<file path="src/rtl/mem_access_stage.sv">
// rtl/mem_access_stage.sv - MEM-stage load/store unit driving a req/gnt/rvalid data bus
module mem_access_stage #(
  parameter int unsigned TIMEOUT_CYCLES = 255
) (
  input  logic        clk,
  input  logic        reset,
  input  logic        mem_read_mem,
  input  logic        mem_write_mem,
  input  logic [2:0]  funct3_mem,
  input  logic [31:0] alu_result_mem,
  input  logic [31:0] write_data_mem,
  output logic        dbus_req,
  output logic        dbus_we,
  output logic [31:0] dbus_addr,
  output logic [3:0]  dbus_be,
  output logic [31:0] dbus_wdata,
  input  logic        dbus_gnt,
  input  logic        dbus_rvalid,
  input  logic [31:0] dbus_rdata,
  output logic [31:0] read_data_mem,
  output logic        stall_mem,
  output logic        mem_err_mem
);

  typedef enum logic [1:0] {S_IDLE = 2'd0, S_REQ = 2'd1, S_WAIT = 2'd2, S_DONE = 2'd3} state_t;

  // A zero timeout disables the abort path; TO_LAST is the last cycle index allowed in REQ/WAIT.
  localparam bit          TO_EN   = (TIMEOUT_CYCLES != 0);
  localparam logic [31:0] TO_LAST = 32'(TIMEOUT_CYCLES - 1);

  state_t      state_q, state_d;
  logic [31:0] cnt_q, cnt_d;
  logic        we_q, we_d;
  logic [31:0] addr_q, addr_d;
  logic [3:0]  be_q, be_d;
  logic [31:0] wdata_q, wdata_d;
  logic [2:0]  f3_q, f3_d;
  logic [1:0]  off_q, off_d;
  logic [31:0] rdata_q, rdata_d;
  logic        err_q, err_d;
  logic        stall;

  logic any_op, access, illegal, misaligned, bad_op, valid_op, timeout_hit;

  assign any_op      = mem_read_mem | mem_write_mem;
  assign access      = mem_read_mem ^ mem_write_mem;
  assign illegal     = (mem_read_mem & mem_write_mem) | (funct3_mem == 3'b011) |
                       (funct3_mem[2:1] == 2'b11) | (mem_write_mem & funct3_mem[2]);
  assign misaligned  = ((funct3_mem[1:0] == 2'b01) & alu_result_mem[0]) |
                       ((funct3_mem[1:0] == 2'b10) & (alu_result_mem[1:0] != 2'b00));
  assign bad_op      = any_op & (illegal | misaligned);
  assign valid_op    = access & ~illegal & ~misaligned;
  assign timeout_hit = TO_EN & (cnt_q == TO_LAST);

  logic [3:0]  st_be;
  logic [31:0] st_wdata;

  // Store lane placement: byte/half data replicated across the word, enables select the lanes.
  always_comb begin
    st_be    = 4'hF;
    st_wdata = write_data_mem;
    case (funct3_mem[1:0])
      2'b00: begin
        st_be    = 4'b0001 << alu_result_mem[1:0];
        st_wdata = {4{write_data_mem[7:0]}};
      end
      2'b01: begin
        st_be    = 4'b0011 << alu_result_mem[1:0];
        st_wdata = {2{write_data_mem[15:0]}};
      end
      default: ;
    endcase
  end

  logic [7:0]  ld_byte;
  logic [15:0] ld_half;
  logic [31:0] ld_ext;

  assign ld_byte = dbus_rdata[{off_q, 3'b000} +: 8];
  assign ld_half = dbus_rdata[{off_q[1], 4'b0000} +: 16];

  // Load lane select and sign/zero extension using the latched width and byte offset.
  always_comb begin
    ld_ext = dbus_rdata;
    case (f3_q)
      3'b000:  ld_ext = {{24{ld_byte[7]}}, ld_byte};
      3'b001:  ld_ext = {{16{ld_half[15]}}, ld_half};
      3'b100:  ld_ext = {24'h0, ld_byte};
      3'b101:  ld_ext = {16'h0, ld_half};
      default: ld_ext = dbus_rdata;
    endcase
  end

  // Transaction FSM: next state, request latching, timeout counting and load capture.
  always_comb begin
    state_d = state_q;
    cnt_d   = cnt_q;
    we_d    = we_q;
    addr_d  = addr_q;
    be_d    = be_q;
    wdata_d = wdata_q;
    f3_d    = f3_q;
    off_d   = off_q;
    rdata_d = rdata_q;
    err_d   = 1'b0;
    stall   = 1'b0;
    case (state_q)
      S_IDLE: begin
        if (valid_op) begin
          stall   = 1'b1;
          we_d    = mem_write_mem;
          addr_d  = {alu_result_mem[31:2], 2'b00};
          be_d    = mem_write_mem ? st_be : 4'hF;
          wdata_d = mem_write_mem ? st_wdata : 32'h0;
          f3_d    = funct3_mem;
          off_d   = alu_result_mem[1:0];
          cnt_d   = 32'h0;
          state_d = S_REQ;
        end
      end
      S_REQ: begin
        stall = 1'b1;
        cnt_d = cnt_q + 32'h1;
        if (dbus_gnt) begin
          cnt_d   = 32'h0;
          state_d = we_q ? S_DONE : S_WAIT;
        end else if (timeout_hit) begin
          err_d   = 1'b1;
          rdata_d = 32'h0;
          state_d = S_DONE;
        end
      end
      S_WAIT: begin
        stall = 1'b1;
        cnt_d = cnt_q + 32'h1;
        if (dbus_rvalid) begin
          rdata_d = ld_ext;
          state_d = S_DONE;
        end else if (timeout_hit) begin
          err_d   = 1'b1;
          rdata_d = 32'h0;
          state_d = S_DONE;
        end
      end
      S_DONE: state_d = S_IDLE;
      default: state_d = S_IDLE;
    endcase
  end

  // State and datapath registers; reset abandons any transaction in flight.
  always_ff @(posedge clk or negedge reset) begin
    if (!reset) begin
      state_q <= S_IDLE;
      cnt_q   <= 32'h0;
      we_q    <= 1'b0;
      addr_q  <= 32'h0;
      be_q    <= 4'h0;
      wdata_q <= 32'h0;
      f3_q    <= 3'b000;
      off_q   <= 2'b00;
      rdata_q <= 32'h0;
      err_q   <= 1'b0;
    end else begin
      state_q <= state_d;
      cnt_q   <= cnt_d;
      we_q    <= we_d;
      addr_q  <= addr_d;
      be_q    <= be_d;
      wdata_q <= wdata_d;
      f3_q    <= f3_d;
      off_q   <= off_d;
      rdata_q <= rdata_d;
      err_q   <= err_d;
    end
  end

  assign dbus_req      = (state_q == S_REQ);
  assign dbus_we       = we_q;
  assign dbus_addr     = addr_q;
  assign dbus_be       = be_q;
  assign dbus_wdata    = wdata_q;
  assign read_data_mem = rdata_q;
  assign stall_mem     = stall;
  assign mem_err_mem   = err_q | ((state_q == S_IDLE) & bad_op);

endmodule

</file>
<file path="config.mk">
export PLATFORM = sky130hd
export DESIGN_NAME = mem_access_stage
export DESIGN_NICKNAME = d
export VERILOG_FILES = /design/src/rtl/mem_access_stage.sv
export SDC_FILE = /design/constraint.sdc
export NUM_CORES = 1
export LEC_CHECK = 0
export CELL_PAD_IN_SITES_DETAIL_PLACEMENT = 1
export CELL_PAD_IN_SITES_GLOBAL_PLACEMENT = 2
export CORE_ASPECT_RATIO = 1.5
export CORE_UTILIZATION = 26
export CTS_BUF_LIST = sky130_fd_sc_hd__clkbuf_16
export DETAILED_ROUTE_END_ITERATION = 16
export PLACE_DENSITY = 0.76
export SYNTH_ARGS = -nofsm -noshare
export SYNTH_HDL_FRONTEND = slang
export SYNTH_SLANG_ARGS = --single-unit
</file>
<file path="constraint.sdc">
create_clock -name clk -period 3.6 [get_ports clk]
set_input_delay 0.9 -clock clk [delete_from_list [all_inputs] [get_ports clk]]
set_output_delay 0.9 -clock clk [all_outputs]
set_load 0.01 [all_outputs]
</file>
==> flow_summary.ini, run 1 <==
[outcome]
status = completed

[logic_synthesis]
yosys_register_bits = 139
synth_top_area_cell = dfrtp_1
async_reset_ff_frac = 1.00
synth.most_common_cell = dfrtp_1
ys_seq_area_frac = 0.485
synth_cells = 745
syn_area_per_cell_um2 = 9.63
synth_edf_count = 0
ys.flop_type = dfrtp_1
synth_warnings = 0
mappedNetlistArea_mm2 = 0.00717
synthDistinctLibCells = 50
yosys-top-cells-area = dfrtp_1, nand2_1, mux2_2, o21ai_0, mux2i_1
synthTopCellsByCount = dfrtp_1, nand2_1, o21ai_0
synth_top_cell_area_share = 0.485

[drt]
antenna_left = 0
drt_iter0_drc = 276
route.detailed.drc = 0
vias_per_cell = 4.97
drt_first_pass_iters = 4
post_drt_wl_per_cell_um = 19.1
routed-via-count = 6446
route.final.wire_length_um = 24700

[clocking]
post-cts-setup-buffers = 0
path_clk_slew_ps = 60
clk_latency_ps = 430
htree_levels = 4
cts_tree = built
root_buffer = clkbuf_16
clock-sinks = 139
cts_max_path_buffers = 2
numCtsBuffers = 17

[global_route]
grt_pass1_vias = 6807
antenna_found_initial = 0
grt_pass1_wl_um = 38400
grt-ovfl-total = 0
grt_max_degree = 80
grt_usage = 0.179

[critical_path]
cp_top_family = buffers and inverters
crit_chain = clkdlybuf4s50_1, nor3_2, buf_4, o211ai_1, a31o_2, clkdlybuf4s50_1
crit_slowest_cell = clkdlybuf4s50_1
max_stage_delay_ps = 480
crit_top_cell = clkdlybuf4s50_1
crit_buf_inv = 3
worstSetupPathType = input pin to primary output
crit_fanout = 4
crit_path_start_kind = input pin
cp.required_ps = 2700
worst-path-stages = 6
worst_ep_arrival_time_ps = 2610
critPathCaptureType = primary output
ff2ff_path_depth = 5

[flow_run]
max_cap_viol_count = 0

[final_layout]
post-route-util = 0.377
drive_above_1_share = 0.119
syn_to_final_growth_pct = 42.6
antenna-diode-count = 0
nNetsFinal = 1056

[sta]
drv_slew = 0
rsz0062_at_grt = false
fmax_mhz = 285
skew_ps = 8.49
fin_setup_tns_ps = 0
tightest_slew_ps = 942
hold_viol_final = 0
setup_ws_ps = 94.5
slew_headroom = 0.367
setup_viol_count_final = 0
fin_crit_ps = 3510
fin_crit_sh = 0.974

[worst_hold_path]
min_path_type = register to register
hold_path_depth = 2

[floorplan]
die_w_um = 138
die-height_um = 205
initial_core_util = 0.264
io_pins = 209
core_mm2 = 0.0271
die_area_mm2 = 0.0283
row_count = 74

[power]
p_clk_frac = 0.225
p_per_area_mw_per_mm2 = 734
internal-power_w = 0.00474
seq_power_share = 0.337
p_switching_w = 0.00276
power_w = 0.00750
peakVddDrop_mv = 0.331
switching_share = 0.368
leakagePower_nw = 4.22
combPwrFrac = 0.437

[placement]
numPortBuffers = 206
place_ws_ps = -205
globalplace.congestion = 0.799
hpwl_um = 18200
cell type report:
type	count	area, µm²
fill	3117	16900
sequential	139	3480
multi-input combinational	532	3410
timing repair buffer	235	2290
tap	342	428
clock buffer	17	425
clock inverter	15	129
inverter	17	63.8
metrics by stage:
step	cell area [µm²]	hold slack [ps]	cells
floorplan	7180	446	746
global placement	9660	459	1265
detailed placement	9660	465	1265
CTS	10200	480	1297
global route	10200	517	1297
finish	10200	478	1297
layer usage:
metal / wire length [µm] / track usage
met5: 0 / 0
met4: 637 / 0.0667
met3: 916 / 0.0328
met2: 13100 / 0.318
met1: 10000 / 0.211
worst reg2reg max path, cell delays in order, from the launching register on:
cell,delay [ps]
dfrtp_1,460
nand4_1,520
nor4_2,1000
a41oi_1,220
o21ai_0,190
o31ai_1,90
sequential cells by signal, indices dropped and copies added, names as in the netlist:
signal / flops
f3_q: 3
dbus_addr: 30
dbus_we: 1
read_data_mem: 32
dbus_wdata: 32
state_q: 2
cnt_q: 32
dbus_be: 4
off_q: 2
err_q: 1
timing repair:
item / 4_1_cts / 5_1_grt
endpoints found under the setup margin: 2 / 0
hold buffers: 0 / 0
hold endpoints to repair: 0 / 0
gates resized for setup: 3 / 0
power groups by stage:
stage / Sequential (W) / Clock [W] / Combinational, W
6_report: 0.00253 / 0.00169 / 0.00328
5_1_grt: 0.00261 / 0.00182 / 0.00357
4_1_cts: 0.00254 / 0.00175 / 0.00333
3_5_place_dp: 0.00256 / 0 / 0.00332
3_3_place_gp: 0.00254 / 0 / 0.00328
2_1_floorplan: 0.00271 / 0 / 0.00133
cell families after synthesis:
family	synth area share
AOI/OAI and AO/OA	0.212
adders and majority gates	0.0157
buffers and inverters	0.0455
DFF	0.485
muxes	0.101
other	0.000523
and+or+nand+nor	0.140
layout by cell type, fill, tap and decap left out, drive strengths merged, types with 2 or more instances in the layout:
master	count
o21ai	75
conb	2
o31ai	38
nor4	10
nand2b	5
buf	30
nor3	8
o211ai	10
dfrtp	139
a31oi	8
mux2	34
o41ai	6
nor2	21
a221oi	7
clkinv	6
and3	6
and2	2
inv	25
o22ai	32
a21oi	42
clkdlybuf4s50	204
clkbuf	17
nand4	9
nor2b	7
ha	9
o31a	6
a21o	2
a41oi	6
nand2	123
nand3	19
mux2i	32
worst paths after layout:
kind                            slack (ps)                          to                  startpoint
worst max-delay path                    90                 mem_err_mem               funct3_mem[0]
worst max register to register        1010       cnt_q[31]$_DFFE_PN0P_        cnt_q[4]$_DFFE_PN0P_
min in group asynchronous              500   dbus_addr[20]$_DFFE_PN0P_                       reset
worst min-delay path                   480  dbus_wdata[20]$_DFFE_PN0P_  dbus_wdata[20]$_DFFE_PN0P_
worst min register to register         480  dbus_wdata[20]$_DFFE_PN0P_  dbus_wdata[20]$_DFFE_PN0P_
max in group asynchronous             2280       cnt_q[12]$_DFFE_PN0P_                       reset
No activity file was read; power rests on OpenSTA's default activity.
==> run 2, diff against run 1 <==
CELL_PAD_IN_SITES_GLOBAL_PLACEMENT = 1   (was 2)
CORE_UTILIZATION = 32   (was 26)
PLACE_DENSITY = 0.75   (was 0.76)
==> run 2 against run 1 <==
Clock skew fell by 1.2 ps. Via count is 2.4% higher. Core utilization grew 9.0 points. Worst hold slack lost 5.0 ps. Highest routed layer unchanged. Non-clock buffer count decreased by 3. Global-route usage increased by 3.0 points. Die area decreased by 19%. Cell count shrank 5.6%.
==> flow_summary.ini, run 2 (same netlist as run 1, synthesis figures left out) <==
[floorplan]
core_mm2 = 0.0218
initial_core_util = 0.329
die_w_um = 124
io_pins = 209
row_count = 66
die_area_mm2 = 0.0230
die-height_um = 185

[placement]
numPortBuffers = 206
globalplace.congestion = 0.776
place_inst = 1192
hpwl_um = 17100

[final_layout]
layoutNonFillerInstCount = 1224
nNetsFinal = 1053
layout_commonest_cell = clkdlybuf4s50_1
antenna-diode-count = 0
syn_to_final_growth_pct = 41.8
post-route-util = 0.466
mostFrequentLayoutCells = clkdlybuf4s50_1, dfrtp_1, nand2_1
drive_above_1_share = 0.116

[sta]
rsz0062_at_grt = false
finalHoldWorstSlack_ps = 473
tightest_slew_ps = 1050
slew_headroom = 0.299
drv_slew = 0
skew_ps = 7.28
fin_crit_ps = 3410
setup_viol_count_final = 0
fin_setup_tns_ps = 0
fin_crit_sh = 0.946
fmax_mhz = 294
hold_viol_final = 0

[outcome]
status = completed

[clocking]
path_clk_slew_ps = 60
clock-sinks = 139
clk_latency_ps = 430
cts_max_path_buffers = 2
root_buffer = clkbuf_16
htree_levels = 4
numCtsBuffers = 17
cts_tree = built

[drt]
post_drt_wl_per_cell_um = 19.6
drt_first_pass_iters = 4
route.detailed.drc = 0
antenna_left = 0
route.final.wire_length_um = 23900
drt_iter0_drc = 487
vias_per_cell = 5.39
routed-via-count = 6600

[critical_path]
cp_top_family = buffers and inverters
crit_slowest_cell = clkdlybuf4s50_1
crit_chain = clkdlybuf4s50_1, clkinv_1, ha_1, nor2b_4, o2111ai_4, a21oi_2, dlygate4sd2_1
crit_path_start_kind = input pin
worst_ep_arrival_time_ps = 2510
critPathCaptureType = primary output
cp.required_ps = 2700
crit_fanout = 2
worstSetupPathType = input pin to primary output
crit_buf_inv = 3
max_stage_delay_ps = 490

[global_route]
grt_pass1_wl_um = 38000
grt_usage = 0.209
grt_max_degree = 93
antenna_found_initial = 0
grt_pass1_vias = 6984
grt-ovfl-total = 0

[power]
leakagePower_nw = 4.24
power_w = 0.00760
p_per_area_mw_per_mm2 = 748
peakVddDrop_mv = 0.421

[flow_run]
max_cap_viol_count = 0

[worst_hold_path]
min_path_type = register to register
==> run 2: cell types whose count changed in the layout (fill, tap and decap cells not counted) <==
cell	previous run	this run
buf_4	28	25
bufinv_16	0	3
clkdlybuf4s50_1	204	203
clkinv_2	1	3
clkinvlp_4	1	3
dlymetal6s2s_1	0	1
inv_1	15	16
inv_6	9	2
inv_8	1	0
nor2b_2	1	0
nor2b_4	0	1
==> run 2: repair_timing <==
item | 4_1_cts | 5_1_grt
endpoints found under the setup margin | 1 | 2
setup buffers | 0 | 0
gates resized for setup | 2 | 3
gates cloned | 0 | 0
hold buffers | 0 | 0
==> run 2: layout make-up <==
cell class	count	area, µm²
Inverter	17	63.8
Clock buffer	17	425
Timing Repair Buffer	232	2270
Sequential cell	139	3480
Multi-Input combinational cell	532	3410
Clock inverter	15	175
Fill cell	2494	11600
Tap cell	272	340
==> run 2: path summary, 6_finish.rpt <==
| check | from | cells past startpoint | slack [ps] | end |
|---|---|---|---|---|
| worst max-delay path | mem_write_mem | 7 | 190 | stall_mem |
| max in group asynchronous | reset | 2 | 2290 | dbus_addr[30]$_DFFE_PN0P_ |
| worst min-delay path | dbus_wdata[9]$_DFFE_PN0P_ | 2 | 470 | dbus_wdata[9]$_DFFE_PN0P_ |
| worst max register to register | cnt_q[4]$_DFFE_PN0P_ | 5 | 1030 | cnt_q[31]$_DFFE_PN0P_ |
| min in group asynchronous | reset | 1 | 540 | dbus_addr[27]$_DFFE_PN0P_ |
| worst min register to register | dbus_wdata[9]$_DFFE_PN0P_ | 2 | 470 | dbus_wdata[9]$_DFFE_PN0P_ |
==> run 2: worst reg2reg max path, stage by stage (launching register included) <==
cell and delay [ps]:
dfrtp_1 450, nand4_1 520, nor4_2 980, a41oi_1 200, o21ai_0 200, o31ai_1 100
==> run 2: power breakdown <==
group	total (W)	leakage [nW]	switching, W	internal, W
Combinational	0.00325	2.15	0.00156	0.00170
Clock	0.00181	0.291	0.000716	0.00109
Sequential	0.00254	1.80	0.000408	0.00213
Total	0.00760	4.24	0.00268	0.00492
==> run 2: metal layers <==
| layer | up-vias | track usage | wire length (µm) |
|---|---|---|---|
| met3 | 33 | 0.0384 | 742 |
| met1 | 3329 | 0.244 | 9870 |
| met2 | 133 | 0.379 | 12800 |
| met5 | - | 0 | 0 |
| li1 | 3105 | - | - |
| met4 | 0 | 0.0781 | 558 |
==> run 2: per-stage QoR <==
stage | cell area (µm²) | setup slack, ps
floorplan | 7180 | 30.0
global placement | 9550 | -180
detailed placement | 9550 | -209
CTS | 10200 | 0.676
global route | 10200 | 41.0
finish | 10200 | 193
